## src/rtl/i2c_bus_scheduler.sv

```systemverilog
`default_nettype none
// ============================================================================
//  Module      : i2c_bus_scheduler
//  Description : Round-robin scheduler that hands a shared I2C byte engine to
//                one of two requesters, respecting external bus activity.
//  Revision    : 1.0 - initial release
// ============================================================================
module i2c_bus_scheduler #(
    parameter int IDLE_CYCLES = 8
) (
    input  logic        pclk,
    input  logic        presetn,
    input  logic [1:0]  req,
    output logic [1:0]  gnt,
    input  logic [1:0]  cmd_valid,
    input  logic [3:0]  cmd_op,
    input  logic [15:0] cmd_data,
    output logic [1:0]  cmd_ready,
    output logic [1:0]  rsp_valid,
    output logic [7:0]  rsp_data,
    output logic        rsp_nack,
    output logic        rsp_al,
    output logic        eng_valid,
    output logic [1:0]  eng_op,
    output logic [7:0]  eng_data,
    input  logic        eng_ready,
    input  logic        eng_done,
    input  logic [7:0]  eng_rdata,
    input  logic        eng_nack,
    input  logic        eng_al,
    input  logic        scl_i,
    input  logic        sda_i,
    output logic        bus_busy
);

    localparam int              c_CNT_W     = (IDLE_CYCLES < 1) ? 1 : $clog2(IDLE_CYCLES + 1);
    localparam logic [c_CNT_W-1:0] c_FREE_LOAD = c_CNT_W'(IDLE_CYCLES);
    localparam logic [1:0]      c_OP_STOP   = 2'b11;

    typedef enum logic [2:0] {
        S_IDLE    = 3'd0,
        S_GRANTED = 3'd1,
        S_ISSUE   = 3'd2,
        S_BUSY    = 3'd3,
        S_RELEASE = 3'd4
    } state_t;

    state_t               r_state;
    logic                 r_scl_meta;
    logic                 r_scl_sync;
    logic                 r_sda_meta;
    logic                 r_sda_sync;
    logic                 r_sda_prev;
    logic                 r_bus_busy;
    logic [c_CNT_W-1:0]   r_free_cnt;
    logic [1:0]           r_gnt;
    logic                 r_owner;
    logic                 r_last;
    logic [1:0]           r_op;
    logic                 r_internal;
    logic                 r_eng_valid;
    logic [1:0]           r_eng_op;
    logic [7:0]           r_eng_data;
    logic [1:0]           r_rsp_valid;
    logic [7:0]           r_rsp_data;
    logic                 r_rsp_nack;
    logic                 r_rsp_al;

    logic                 w_start;
    logic                 w_stop;
    logic                 w_pick;
    logic [1:0]           w_own_op;
    logic [7:0]           w_own_data;
    logic                 w_accept;

    assign w_start    = r_scl_sync &  r_sda_prev & ~r_sda_sync;
    assign w_stop     = r_scl_sync & ~r_sda_prev &  r_sda_sync;
    // Last-served requester gets the lower priority when both ask.
    assign w_pick     = (req == 2'b11) ? ~r_last : ~req[0];
    assign w_own_op   = r_owner ? cmd_op[3:2]    : cmd_op[1:0];
    assign w_own_data = r_owner ? cmd_data[15:8] : cmd_data[7:0];
    assign w_accept   = (r_state == S_GRANTED) & eng_ready & cmd_valid[r_owner];

    assign gnt        = r_gnt;
    assign cmd_ready  = ((r_state == S_GRANTED) && eng_ready) ? r_gnt : 2'b00;
    assign rsp_valid  = r_rsp_valid;
    assign rsp_data   = r_rsp_data;
    assign rsp_nack   = r_rsp_nack;
    assign rsp_al     = r_rsp_al;
    assign eng_valid  = r_eng_valid;
    assign eng_op     = r_eng_op;
    assign eng_data   = r_eng_data;
    assign bus_busy   = r_bus_busy;

    // Bus monitor: line synchronizers, START/STOP tracking and bus-free timer.
    always_ff @(posedge pclk) begin
        if (!presetn) begin
            r_scl_meta <= 1'b1;
            r_scl_sync <= 1'b1;
            r_sda_meta <= 1'b1;
            r_sda_sync <= 1'b1;
            r_sda_prev <= 1'b1;
            r_bus_busy <= 1'b0;
            r_free_cnt <= '0;
        end else begin
            r_scl_meta <= scl_i;
            r_scl_sync <= r_scl_meta;
            r_sda_meta <= sda_i;
            r_sda_sync <= r_sda_meta;
            r_sda_prev <= r_sda_sync;
            if (w_stop) begin
                r_bus_busy <= 1'b0;
            end else if (w_start) begin
                r_bus_busy <= 1'b1;
            end
            if (w_stop || (r_state == S_RELEASE)) begin
                r_free_cnt <= c_FREE_LOAD;
            end else if (r_free_cnt != '0) begin
                r_free_cnt <= r_free_cnt - c_CNT_W'(1);
            end
        end
    end

    always_ff @(posedge pclk) begin
        if (!presetn) begin
            r_state     <= S_IDLE;
            r_gnt       <= 2'b00;
            r_owner     <= 1'b0;
            r_last      <= 1'b1;
            r_op        <= 2'b00;
            r_internal  <= 1'b0;
            r_eng_valid <= 1'b0;
            r_eng_op    <= 2'b00;
            r_eng_data  <= 8'h00;
            r_rsp_valid <= 2'b00;
            r_rsp_data  <= 8'h00;
            r_rsp_nack  <= 1'b0;
            r_rsp_al    <= 1'b0;
        end else begin
            r_rsp_valid <= 2'b00;
            r_rsp_data  <= 8'h00;
            r_rsp_nack  <= 1'b0;
            r_rsp_al    <= 1'b0;
            case (r_state)
                S_IDLE: begin
                    if ((req != 2'b00) && !r_bus_busy && (r_free_cnt == '0)) begin
                        r_owner <= w_pick;
                        r_gnt   <= w_pick ? 2'b10 : 2'b01;
                        r_state <= S_GRANTED;
                    end
                end
                S_GRANTED: begin
                    // A completed handshake is honoured before a dropped request.
                    if (w_accept) begin
                        r_op        <= w_own_op;
                        r_internal  <= 1'b0;
                        r_eng_valid <= 1'b1;
                        r_eng_op    <= w_own_op;
                        r_eng_data  <= w_own_data;
                        r_state     <= S_ISSUE;
                    end else if (!req[r_owner] && eng_ready) begin
                        r_op        <= c_OP_STOP;
                        r_internal  <= 1'b1;
                        r_eng_valid <= 1'b1;
                        r_eng_op    <= c_OP_STOP;
                        r_eng_data  <= 8'h00;
                        r_state     <= S_ISSUE;
                    end
                end
                S_ISSUE: begin
                    r_eng_valid <= 1'b0;
                    r_eng_op    <= 2'b00;
                    r_eng_data  <= 8'h00;
                    r_state     <= S_BUSY;
                end
                S_BUSY: begin
                    if (eng_al) begin
                        r_rsp_valid <= r_internal ? 2'b00 : r_gnt;
                        r_rsp_al    <= ~r_internal;
                        r_state     <= S_RELEASE;
                    end else if (eng_done) begin
                        r_rsp_valid <= r_internal ? 2'b00 : r_gnt;
                        if (!r_internal) begin
                            r_rsp_data <= eng_rdata;
                            r_rsp_nack <= eng_nack;
                        end
                        r_state <= (r_op == c_OP_STOP) ? S_RELEASE : S_GRANTED;
                    end
                end
                S_RELEASE: begin
                    r_gnt   <= 2'b00;
                    r_last  <= r_owner;
                    r_state <= S_IDLE;
                end
                default: begin
                    r_state <= S_IDLE;
                end
            endcase
        end
    end

endmodule
`default_nettype wire

```

## config.mk

```make
export PLATFORM = sky130hd
export DESIGN_NAME = i2c_bus_scheduler
export DESIGN_NICKNAME = d
export VERILOG_FILES = /design/src/rtl/i2c_bus_scheduler.sv
export SDC_FILE = /design/constraint.sdc
export NUM_CORES = 1
export LEC_CHECK = 0
export ABC_AREA = 1
export BUFFER_PORTS_ARGS = -buffer_cell sky130_fd_sc_hd__buf_4
export CORE_ASPECT_RATIO = 0.8
export CORE_MARGIN = 8
export CORE_UTILIZATION = 25
export CTS_CLUSTER_DIAMETER = 30
export DETAILED_ROUTE_END_ITERATION = 12
export PLACE_DENSITY = 0.47
export SYNTH_ARGS = -nofsm -noshare
export SYNTH_HDL_FRONTEND = slang
export SYNTH_SLANG_ARGS = --single-unit
```

## constraint.sdc

```tcl
create_clock -name pclk -period 1.62 [get_ports pclk]
set_input_delay 0.162 -clock pclk [delete_from_list [all_inputs] [get_ports pclk]]
set_output_delay 0.162 -clock pclk [all_outputs]
set_load 0.1 [all_outputs]
```

==> results.cfg, run 1 <==
[clocking]
cts_max_path_buffers = 2
cts.clk_slew.worst_paths_ns = 0.08
worstSkewPairLatency_ns = 0.29
numCtsBuffers = 5
htree_levels = 2
cts_tree = done
ctsRootBufferMaster = clkbuf_8
cts_sinks = 43

[synth]
synthTopCellsByCount = nand2_1 (70), dfxtp_1 (43), inv_1 (32)
synth_cells = 245
syn_area_mm2 = 0.00179
yosys.cell_count.top_type = nand2_1
synthTopCellsByArea = dfxtp_1 (48%), nand2_1 (15%), a21oi_1 (7.0%)
yosysTopAreaCellShare = 0.480
avgSynthCellArea_um2 = 7.31
synth_flop_cell = dfxtp_1
syn_nets = 287
async_flop_share = 0
ys_warn_count = 0
synth-seq-area-share = 0.480
synth-seq-cells = 43
synth_edf_count = 0
synth.distinct_cells = 27
synth_top_area_cell = dfxtp_1

[cells_and_area]
drive_gt1_frac = 0.342
area_growth_pct = 43.9
stdcell_count = 406
final_nets = 361
diodes = 0
final_util = 0.372

[timing]
finalMaxSlewViolations = 0
setup_tns_ns = 0
fin_crit_sh = 0.958
clock_skew_ns = 0.0111
finalHoldViolCount = 0
finalCriticalPeriod_ns = 1.55
slew_headroom = 0.749
rsz0062_at_grt = no
tightest_slew_ns = 0.377
setup_violations = 0
fmax_ghz = 0.644

[routing]
ant_nets = 0
drt_wl_total_mm = 5.05
via_per_inst = 4.19
num_vias = 1700
first_iter_violations = 61
wirelength_met1_mm = 2.47
wl_met3_um = 351
drcViolationCount = 0
drt_first_pass_iters = 4
met2_wirelength_mm = 2.19
highest_layer = met4
wl_per_cell_um = 12.4

[setup_path]
arrival_ns = 1.39
ff2ff_setup_slack_ns = 0.14
r2r-end = eng_data[7]
r2r.worst_path.cells = 8
start_kind = register
required_ns = 1.46
critical_path_class = register to primary output
endpoint_kind = primary output
crit_path_max_fanout = 4
r2r_start = r_owner

[grt]
grt_pass1_vias = 1722
grt_max_degree = 14
grt_pass1_wl_mm = 8.38
grt-ovfl-total = 0
antenna_found_initial = 0
grt_use_total = 0.0982

[pwr]
p_per_area_mw_per_mm2 = 1450
finalPower_w = 0.00373
vdd_drop_max_v = 0.000456
total_leakage_power_nw = 1.26

[floorplanning]
core_mm2 = 0.00693
io_pins = 68
dieWidth_um = 111
row_count = 27
die-area_mm2 = 0.0101
die_h_um = 91.7
start_util = 0.259

[worst_hold_path]
whs_path_depth = 2
hp-start = sda_i
min_to = r_sda_meta
hp-class = input pin to register

[placement]
dp_hpwl_mm = 4.01
gp_congestion = 0.719
port_buffers = 67
placed_cells = 398

[flow_run]
drv_cap = 0

[status]
outcome = completed
## sequential cells by signal, indices dropped and copies added (netlist names), 2 cells and up
name and cells:
r_op 2, r_state 3, r_free_cnt 4, rsp_data 8
rsp_valid 2, eng_data 8, eng_op 2, gnt 2
## power breakdown
part | internal [W] | total [W] | switching [W]
registers | 0.00121 | 0.00134 | 0.000128
clock network | 0.000451 | 0.000814 | 0.000364
logic | 0.000502 | 0.00158 | 0.00107
## worst max-delay path: stages, from the launching register on
cell	delay [ns]
dfxtp_1	0.35
inv_2	0.10
nand3_4	0.10
nor2_4	0.14
inv_1	0.11
nor2_4	0.12
buf_12	0.18
## final cells by class
| cell class | count | area, um2 |
|---|---|---|
| repair buffers | 71 | 558 |
| inverters | 38 | 143 |
| well taps | 87 | 109 |
| multi-input cells | 160 | 797 |
| fillers | 738 | 4350 |
| flip-flops and latches | 43 | 865 |
| clock inverters | 2 | 37.5 |
| clock buffers | 5 | 68.8 |
## cells in the final DEF (no fill, tap or decap), types with 2 or more instances in the layout
cell type,instances
a31oi_1,2
nand3_1,10
or2_2,5
a21oi_1,23
dfxtp_1,40
clkbuf_8,5
o21ai_0,4
nand2_1,70
buf_4,69
nor2_1,17
nand2_2,5
nor3_1,6
ha_1,2
buf_12,2
nor2_4,3
inv_1,31
dfxtp_2,3
a21oi_2,3
inv_2,7
## routing by layer
metal | up-vias | track usage
met5 | - | 0
met3 | 6 | 0.0352
met4 | 0 | 0.0303
li1 | 908 | -
met2 | 49 | 0.153
met1 | 737 | 0.124
## kinds of logic (layout without fill, tap and decap cells)
group	count (synthesis)	in the layout	synth area share
AND/OR/NAND/NOR	123	123	0.308
AO/OA/AOI/OAI	34	34	0.101
flip-flops	43	43	0.480
adder cells (fa/ha/maj)	2	2	0.0140
buffers and inverters	42	116	0.0915
XOR/XNOR	1	1	0.00489
## per-stage QoR
stage	hold slack [ns]	worst slack (ns)	instance area, um2
4_1_cts	0.0555	0.00685	2570
5_1_grt	0.0507	0.00306	2580
3_3_place_gp	0.369	0.197	2420
6_report	0.0620	0.0679	2580
2_1_floorplan	0.269	0.0296	1810
3_5_place_dp	0.369	0.173	2420
## what timing repair did
| item | in CTS | in global routing |
|---|---|---|
| resized for setup | 7 | 4 |
| hold buffers | 0 | 0 |
| endpoints found under the setup margin | 2 | 3 |
| setup buffers | 1 | 0 |
| pin swaps | 1 | 0 |
## how the worst max path moves through the flow
stage / depth (start not counted) / to / start / slack, ns
2_1_floorplan: 5 / gnt[0] / bus_busy / 0.03
3_3_place_gp: 6 / cmd_ready[0] / r_state[2] / 0.20
3_5_place_dp: 9 / r_state[0] / r_free_cnt[0] / 0.17
4_1_cts: 6 / cmd_ready[0] / r_state[2] / 0.007
5_1_grt: 8 / eng_data[6] / r_owner / 0.003
6_report: 6 / cmd_ready[0] / r_state[2] / 0.07
(Power assumes the default switching activity.)
==> run 2: changes to the inputs <==
ABC_AREA = unset   (was 1)
==> run 2 against run 1 <==
Effect of this change: cell area rose by 1.1%; synthesized area is 0.63% higher; register-to-register slack got worse by 0.13 ns; combinational power shrank 3%; flip-flop and latch count unchanged; via count decreased by 10%; maximum frequency down 3.9%; total power fell by 0.48%; global-route usage decreased by 0.24 points; sequential power about the same; sequential share of layout area fell by 0.13 points; largest power group unchanged; highest routed layer unchanged.
==> results.cfg, run 2 <==
[status]
outcome = completed

[clocking]
cts_max_path_buffers = 2
cts.clk_slew.worst_paths_ns = 0.08
ctsRootBufferMaster = clkbuf_8
htree_levels = 2
numCtsBuffers = 5
cts_tree = done
worstSkewPairLatency_ns = 0.29
cts_sinks = 43

[routing]
drcViolationCount = 0
first_iter_violations = 54
wl_met3_um = 445
ant_nets = 0
drt_first_pass_iters = 4
wirelength_met1_mm = 2.30
drt_wl_total_mm = 4.82
highest_layer = met4
wl_per_cell_um = 14.0
met2_wirelength_mm = 2.01
num_vias = 1527
via_per_inst = 4.44

[synth]
avgSynthCellArea_um2 = 10.0
synth_cells = 180
synth-seq-cells = 43
synthTopCellsByCount = dfxtp_1 (43), and2_1 (13), inv_1 (13)
synth_edf_count = 0
yosysTopAreaCellShare = 0.477
syn_area_mm2 = 0.00180
syn_nets = 222
synth_flop_cell = dfxtp_1
synth_top_area_cell = dfxtp_1
yosys.cell_count.top_type = dfxtp_1
ys_warn_count = 0
synth.distinct_cells = 49
synth-seq-area-share = 0.477
async_flop_share = 0
synthTopCellsByArea = dfxtp_1 (48%), mux2i_1 (5.6%), and2_1 (4.5%)

[flow_run]
drv_cap = 0

[floorplanning]
row_count = 27
die-area_mm2 = 0.0102
dieWidth_um = 111
core_mm2 = 0.00693
die_h_um = 92.0
io_pins = 68
start_util = 0.260

[timing]
setup_violations = 0
finalCriticalPeriod_ns = 1.61
fmax_ghz = 0.619
fin_crit_sh = 0.997
finalHoldViolCount = 0
clock_skew_ns = 0.00393
rsz0062_at_grt = yes
finalMaxSlewViolations = 0
tightest_slew_ns = 0.504
slew_headroom = 0.663

[setup_path]
required_ns = 1.82
endpoint_kind = register
arrival_ns = 1.81
r2r_start = r_free_cnt[1]
r2r-end = r_state[0]
critical_path_class = register to register
start_kind = register
critPathLaunch = r_free_cnt[1]
r2r.worst_path.cells = 5
crit_path_max_fanout = 4
endpoint = r_state[0]
ff2ff_setup_slack_ns = 0.005

[grt]
antenna_found_initial = 0
grt_pass1_wl_mm = 8.00
grt_pass1_vias = 1585
grt-ovfl-total = 0
grt_max_degree = 14
grt_use_total = 0.0959

[cells_and_area]
drive_gt1_frac = 0.424
num-fill-cells = 713
area_growth_pct = 44.6
diodes = 0
layout_common_cells = buf_4 (76), dfxtp_1 (35), and2_1 (11), inv_1 (11), mux2i_1 (10)
final_util = 0.376
final_common_cell = buf_4
final_area_mm2 = 0.00261
final_nets = 299
stdcell_count = 344

[placement]
dpl_cell_area_mm2 = 0.00244
dp_hpwl_mm = 3.82
placed_cells = 334
gp_congestion = 0.780
port_buffers = 67

[pwr]
vdd_drop_max_v = 0.000417
finalPower_w = 0.00371
total_leakage_power_nw = 1.08
p_per_area_mw_per_mm2 = 1420

[worst_hold_path]
hp-class = input pin to register
[run 2: how the worst min path moves through the flow]
stage	cells after the start	start	to
after global routing	2	sda_i	r_sda_meta
after floorplan	1	scl_i	r_scl_meta
after global placement	2	sda_i	r_sda_meta
final	2	sda_i	r_sda_meta
after detailed placement	2	scl_i	r_scl_meta
after CTS	2	scl_i	r_scl_meta
[run 2: where the power goes]
| part | internal [W] | switching [W] |
|---|---|---|
| clock | 0.000451 | 0.000369 |
| sequential | 0.00122 | 0.000145 |
| combinational | 0.000620 | 0.000909 |
| total | 0.00229 | 0.00142 |
[run 2: routing by layer]
metal,GRT usage,up-vias
li1,-,796
met1,0.122,672
met2,0.137,51
met3,0.0436,8
met4,0.0370,0
met5,0,-
[run 2: stage by stage]
step                      setup WS [ns]   TNS (ns)  hold WS [ns]
after floorplan                 -0.0177    -0.0177         0.263
after global placement           0.0159          0         0.346
after detailed placement        -0.0176    -0.0176         0.348
after CTS                     -0.000163  -0.000163        0.0277
after global routing            -0.0495    -0.0495        0.0260
final                           0.00509          0        0.0412
[run 2: cells by family after synthesis]
group,count (synthesis),synth area share
AOI/OAI and AO/OA,40,0.170
xor gates and xnor gates,1,0.00486
adders and majority gates,2,0.0139
buffers and inverters,21,0.0583
DFF,43,0.477
muxes,11,0.0618
and+or+nand+nor,62,0.214
[run 2: area by class of cell]
| class | count | area (um2) | share of cell area |
|---|---|---|---|
| well taps | 87 | 109 | 0.0418 |
| multi-input cells | 116 | 871 | 0.334 |
| flip-flops and latches | 43 | 871 | 0.334 |
| repair buffers | 78 | 601 | 0.230 |
| inverters | 13 | 48.8 | 0.0187 |
| clock buffers | 5 | 68.8 | 0.0264 |
| clock inverters | 2 | 37.5 | 0.0144 |
[run 2: what timing repair did]
action	4_1_cts	5_1_grt
hold buffers	0	0
gates resized for setup	6	4
endpoints found under the setup margin	3	3
setup buffers	2	1
pin swaps	0	1
[run 2: worst max-delay path, cell delays in order (launching register included)]
cell and delay (ns):
dfxtp_2 0.33, inv_2 0.07, ha_4 0.14, or3b_4 0.40, or2_4 0.26, a2111oi_4 0.32
